$ cat src/rtl/cpu_core_p.sv
// cpu_core_p: parametrised teaching CPU with external fetch handshake, return stack, HLT and Step control.
// Ports: Clock/Reset (sync, active-high); Step gates instruction start; Iaddr/Idata/Ivalid fetch
// from external program memory; Din/Sample load Reg[NREG-4]; Dout = Reg[NREG-2]; Dval/GPO split
// Reg[NREG-3]; Halted in HALT state; Debug = {SHFT, OFLW, SMPL, executing}.
module cpu_core_p #(
  parameter int DW = 8,
  parameter int NREG = 32,
  parameter int AW = 8,
  parameter int SDEPTH = 4,
  localparam int IW = 11 + 2 * DW + AW
) (
  input  logic          Clock,
  input  logic          Reset,
  input  logic          Step,
  output logic [AW-1:0] Iaddr,
  input  logic [IW-1:0] Idata,
  input  logic          Ivalid,
  input  logic [DW-1:0] Din,
  input  logic          Sample,
  output logic [DW-1:0] Dout,
  output logic          Dval,
  output logic [DW-2:0] GPO,
  output logic          Halted,
  output logic [3:0]    Debug
);
  localparam int RAW = $clog2(NREG);
  localparam int SW = $clog2(SDEPTH + 1);
  typedef enum logic [1:0] {IDLE, FETCH, EXEC, HALT} state_t;
  state_t state, state_nx;
  logic [DW-1:0] regs [NREG];
  logic [AW-1:0] stack [2**SW];
  logic [SW-1:0] sp;
  logic [IW-1:0] ir;
  logic [AW-1:0] ip, ip_nx, ip_inc, addr;
  logic [3:0] grp;
  logic [2:0] cmd;
  logic [1:0] t1, t2;
  logic [DW-1:0] a1, a2, op1, op2, flags, flags_nx, wr_val, mov_r, acc_r, fm, fv;
  logic [RAW-1:0] p1, p2, l1, l2, wr_idx;
  logic [DW:0] usum, ssum;
  logic [2*DW-1:0] uprod, sprod;
  logic [7:0] cv, f8;
  logic is_exec, wr_en, acc_ovf, sovf, eq, slt, full, empty;
  assign {grp, cmd, t1, a1, t2, a2, addr} = ir;
  assign flags = regs[NREG-1];
  assign f8 = 8'(flags);
  assign is_exec = state == EXEC;
  assign full = sp == SW'(SDEPTH);
  assign empty = sp == '0;
  assign ip_inc = ip + 1'b1;
  // Operand decode: REG and IND share the final register read, IND adds one pointer hop.
  always_comb begin
    p1 = RAW'(a1);
    p2 = RAW'(a2);
    l1 = t1 == 2'd2 ? RAW'(regs[p1]) : p1;
    l2 = t2 == 2'd2 ? RAW'(regs[p2]) : p2;
    op1 = (t1 == 2'd1 || t1 == 2'd2) ? regs[l1] : a1;
    op2 = (t2 == 2'd1 || t2 == 2'd2) ? regs[l2] : a2;
  end
  // Signed results come from sign-extended operands; the low bits of an unsigned op are exact.
  always_comb begin
    usum = {1'b0, op1} + {1'b0, op2};
    ssum = {op1[DW-1], op1} + {op2[DW-1], op2};
    uprod = {{DW{1'b0}}, op1} * {{DW{1'b0}}, op2};
    sprod = {{DW{op1[DW-1]}}, op1} * {{DW{op2[DW-1]}}, op2};
    sovf = ~(&sprod[2*DW-1:DW-1] | ~|sprod[2*DW-1:DW-1]);
    eq = op1 == op2;
    slt = $signed(op1) < $signed(op2);
    cv = {2'b00, slt | eq, op1 <= op2, slt, op1 < op2, eq, 1'b1};
    mov_r = cmd == 3'd1 ? {op1[DW-2:0], 1'b0} : cmd == 3'd2 ? {1'b0, op1[DW-1:1]} : op1;
    acc_r = cmd == 3'd0 ? usum[DW-1:0] : cmd == 3'd1 ? ssum[DW-1:0] :
            cmd == 3'd2 ? uprod[DW-1:0] : cmd == 3'd3 ? sprod[DW-1:0] :
            cmd == 3'd4 ? op1 & op2 : cmd == 3'd5 ? op1 | op2 : op1 ^ op2;
    acc_ovf = cmd == 3'd0 ? usum[DW] : cmd == 3'd1 ? ssum[DW] ^ ssum[DW-1] :
              cmd == 3'd2 ? |uprod[2*DW-1:DW] : sovf;
  end
  always_comb begin
    wr_en = is_exec && (grp == 4'd0 ? (t2 == 2'd1 || t2 == 2'd2) :
                        grp == 4'd1 ? ((t1 == 2'd1 || t1 == 2'd2) && cmd != 3'd7) : 1'b0);
    wr_idx = grp == 4'd0 ? l2 : l1;
    wr_val = grp == 4'd0 ? mov_r : acc_r;
    fm = '0;
    fv = '0;
    if (grp == 4'd0 && (cmd == 3'd1 || cmd == 3'd2)) begin
      fm[0] = 1'b1;
      fv[0] = cmd == 3'd1 ? op1[DW-1] : op1[0];
    end
    if (grp == 4'd1 && cmd < 3'd4) begin
      fm[1] = 1'b1;
      fv[1] = acc_ovf;
    end
    if (grp == 4'd3) fm = DW'(1) << cmd;
    if ((grp == 4'd4 && full) || (grp == 4'd5 && empty)) begin
      fm[3] = 1'b1;
      fv[3] = 1'b1;
    end
    // Hardware flag updates override an instruction write to the flags register bit by bit.
    flags_nx = (((wr_en && wr_idx == RAW'(NREG - 1)) ? wr_val : flags) & ~fm) | fv;
    ip_nx = grp == 4'd2 ? (cv[cmd] ? addr : ip_inc) :
            grp == 4'd3 ? (f8[cmd] ? addr : ip_inc) :
            grp == 4'd4 ? (full ? ip_inc : addr) :
            grp == 4'd5 ? (empty ? ip_inc : stack[sp - 1'b1]) :
            grp == 4'd6 ? ip : ip_inc;
  end
  always_ff @(posedge Clock)
    if (Reset) state <= IDLE;
    else state <= state_nx;
  always_comb
    state_nx = state == IDLE ? (Step ? FETCH : IDLE) :
               state == FETCH ? (Ivalid ? EXEC : FETCH) :
               state == EXEC ? (grp == 4'd6 ? HALT : IDLE) : HALT;
  always_comb begin
    Iaddr = ip;
    Dout = regs[NREG-2];
    Dval = regs[NREG-3][DW-1];
    GPO = regs[NREG-3][DW-2:0];
    Halted = state == HALT;
    Debug = {flags[0], flags[1], flags[2], is_exec};
  end
  // Later non-blocking writes win: Sample is applied after the instruction commit.
  always_ff @(posedge Clock) begin
    if (Reset) begin
      ip <= '0;
      sp <= '0;
      for (int i = 0; i < NREG; i++) regs[i] <= '0;
    end else begin
      if (state == FETCH && Ivalid) ir <= Idata;
      if (is_exec) begin
        ip <= ip_nx;
        if (wr_en) regs[wr_idx] <= wr_val;
        regs[NREG-1] <= flags_nx;
        if (grp == 4'd4 && !full) begin
          stack[sp] <= ip_inc;
          sp <= sp + 1'b1;
        end
        if (grp == 4'd5 && !empty) sp <= sp - 1'b1;
      end
      if (Sample) begin
        regs[NREG-4] <= Din;
        regs[NREG-1][2] <= 1'b1;
      end
    end
  end
endmodule

$ cat config.mk
export PLATFORM = sky130hd
export DESIGN_NAME = cpu_core_p
export DESIGN_NICKNAME = d
export VERILOG_FILES = /design/src/rtl/cpu_core_p.sv
export SDC_FILE = /design/constraint.sdc
export NUM_CORES = 1
export LEC_CHECK = 0
export CAP_MARGIN = 10
export CELL_PAD_IN_SITES_DETAIL_PLACEMENT = 1
export CELL_PAD_IN_SITES_GLOBAL_PLACEMENT = 1
export CORE_ASPECT_RATIO = 2
export CORE_MARGIN = 2
export CORE_UTILIZATION = 46
export DETAILED_ROUTE_END_ITERATION = 8
export PLACE_DENSITY_LB_ADDON = 0.12
export REMOVE_ABC_BUFFERS = 1
export SKIP_CTS_REPAIR_TIMING = 1
export SYNTH_ARGS = -nofsm -noshare
export SYNTH_HDL_FRONTEND = slang
export SYNTH_SLANG_ARGS = --single-unit
$ cat constraint.sdc
create_clock -name Clock -period 9.1 [get_ports Clock]
set_input_delay 1.82 -clock Clock [delete_from_list [all_inputs] [get_ports Clock]]
set_output_delay 1.82 -clock Clock [all_outputs]
set_load 0.03 [all_outputs]
==> metrics.log <==
[metrics] Period Utilization, post-route: 1.05
[metrics] via count: 26.2k
[metrics] Num CTS Buffers: 38
[metrics] total standard cell area after synthesis: 28,200 um2
[metrics] failing checks: setup timing
[metrics] Total Neg Setup Slack: -410 ps
[metrics] largest stage delay on the critical path: slightly below 600 ps
[metrics] Initial Utilization: 0.464
[metrics] Reg clk slew, reported paths: 80 ps
[metrics] Remaining DRCs: 0
[metrics] class of the most critical setup path: register to register
[metrics] Rows: around 130
[metrics] average wire per standard cell: 38.4 um
[metrics] HPWL Detailed: 115,000 um
[metrics] floorplan die area: 63,500 um2
[metrics] Critical Path AT: around 9900 ps
[metrics] first-pass GRT wire length: 205,000 um
[metrics] number of H-tree levels: 2
[metrics] Layout fillers: 6,388
[metrics] leakage dissipation: approximately 0.015 uW
[metrics] number of sinks on the clock net: ~380
[metrics] count of maximum capacitance violations: 0
[metrics] Starting DRT DRC Count: 2,391
[metrics] number of flops mapped to enable cells by yosys: 355
[metrics] IO Pins: 77
[metrics] CTS tree: done
[metrics] Worst Tran Pin Value: 1330 ps
[metrics] largest fanout on the critical path: 10
[metrics] Final GP Congestion: 1.09
[metrics] Die W: 179 um
[metrics] setup repair after global routing missed its margin: yes
[metrics] kind of path behind the tightest hold check: register to register
[metrics] first-pass iteration count of the detailed router: 7
[metrics] type of element launching the critical path: register
[metrics] Max Freq: about 110 MHz
[metrics] number of instances on the worst hold path: 2
[metrics] library cell contributing the largest single delay on the critical path: fa_1
[metrics] Gate Count Post-Synth: 2,587
[metrics] worst hold start: Iaddr[7]
[metrics] Worst Slack Setup Final: -410 ps
[metrics] per-instance average area after synthesis: 10.9 um2
[metrics] number of setup violations in the final report: 1
[metrics] post-layout minimum cycle time: 9510 ps
[metrics] share of the yosys chip area belonging to registers: 0.394
[metrics] status: complete, but fails checks
[metrics] number of max-slew violations in the final report: 0
[metrics] required time of the critical path: roughly 9500 ps
[metrics] number of antenna violations at the first check in global routing: 18
[metrics] maximum clock path buffer count: 3
[metrics] number of cells traversed by the worst register-to-register path: 39
[metrics] Clock Latency Late Sink: between 600 and 700 ps
[metrics] most common cell after layout, fill and taps aside: buf_4
[metrics] share of async-settable or async-resettable flops after synthesis: 0
[metrics] Unique masters post-synth: 93
[metrics] Routed Antenna Nets: 0
[metrics] commonest cells after routing, fill and taps aside: buf_4, nor2_1, edfxtp_1
[metrics] All-Layer GR Usage: 0.469
[metrics] number of global-route vias before repair: ~28k
[metrics] critical path capture point type: register
[metrics] hold violation count in the final report: 0
[metrics] Vias per Instance: 6.71
[metrics] clock tree root driver cell: clkbuf_16
[metrics] worst clock skew on the final layout: 26.6 ps
[metrics] number of storage elements in the synthesis netlist: 378
[metrics] core utilization of the finished layout: 0.587
[metrics] WL final: 150,000 um
[metrics] largest net degree at the start of global routing: 60
[metrics] power density relative to cell area: 216 nW/um2
[metrics] Final Net Count: 3,304
[metrics] warning count from the yosys run: 0
[metrics] CORE AREA: just over 60,000 um2
[metrics] most instantiated flip-flop cell in the synthesis netlist: edfxtp_1
[metrics] number of buffer cells added on primary ports: 76
[metrics] layout cells sized above 1: 0.295
[metrics] largest vdd supply drop: roughly 450 uV
[metrics] Vert. Die Dim: 354 um
[metrics] most prevalent standard cell on the critical path: buf_4
[metrics] relative max-transition margin: 0.110
[metrics] total congestion overflow: 0
[metrics] Synth-to-Final Area Change: 26.6%
-- stage by stage --
stage	total power, uW	instance area (um2)	cells	setup slack (ps)	hold slack, ps
global placement	5410	33500	3779	-974	545
detailed placement	5560	33500	3779	-962	556
finish	7730	35700	3900	-410	581
CTS	7260	34800	3848	-1040	569
floorplan	3860	27300	2417	-8420	503
global route	7990	35700	3892	-566	591
-- cell families after synthesis --
group	synth area share
muxes	0.205
xor gates and xnor gates	0.0118
DFF	0.394
AOI/OAI and AO/OA	0.108
adders and majority gates	0.100
buffers and inverters	0.0566
and+or+nand+nor	0.123
-- registers in the layout (all words and copies together), names as in the netlist, named ones only --
| name | count |
|---|---|
| stack | 64 |
| ir | 35 |
| sp | 3 |
| state | 2 |
| Iaddr | 8 |
| regs | 256 |
-- cell usage after synthesis, drive strengths merged (9+ instances only) --
library cell	count	area share
fa	86	0.061
edfxtp	355	0.38
ha	89	0.039
o22ai	28	0.0064
a31oi	9	0.0025
buf	84	0.021
clkbuf	86	0.011
xor2	11	0.0034
o21ai	76	0.014
nand3	33	0.0058
mux4	121	0.097
nand2b	84	0.019
nor2	391	0.052
xnor2	27	0.0084
a22oi	41	0.011
nand2	169	0.023
nor2b	48	0.011
mux2	58	0.023
dfxtp	23	0.016
a211oi	48	0.013
a21oi	101	0.018
o211a	10	0.0035
mux2i	239	0.085
inv	182	0.024
a2111oi	10	0.0031
nor3	15	0.0027
o211ai	16	0.0043
o21a	11	0.0029
-- worst max-delay path, delay by kind of cell, from the launching register on --
kind                       cells  cell delay (ps)
AOI/OAI and AO/OA              8             1930
xor gates and xnor gates       1               70
adders and majority gates      5             2050
buffers and inverters         11             1660
DFF                            1              400
muxes                          3              800
and+or+nand+nor               11             2310
-- worst paths after layout --
kind | endpoint | slack [ps]
worst max register to register | regs[31][1] | -410
worst max-delay path | regs[31][1] | -410
worst min-delay path | Iaddr[7] | 580
worst min register to register | Iaddr[7] | 580
-- per-layer routing --
metal / global-route usage / part of all wire
met1: 0.427 / 0.29
met2: 0.781 / 0.49
met3: 0.124 / 0.075
met4: 0.523 / 0.15
met5: 0 / 0.00070
-- power breakdown --
| part | switching (uW) | internal (uW) | total (uW) |
|---|---|---|---|
| clock network | 812 | 900 | 1710 |
| registers | 63.3 | 1950 | 2020 |
| logic | 2220 | 1780 | 4010 |
-- final cells by class --
class	count	area [um2]	area share
timing repair buffer	622	5520	0.154
clock inverter	26	283	0.00791
multi-input combinational	1857	16100	0.451
sequential	378	11100	0.312
antenna	10	25.0	0.000700
clock buffer	43	1000	0.0280
inverter	184	691	0.0193
tap	780	976	0.0273
No activity file was read; power rests on OpenSTA's default activity.
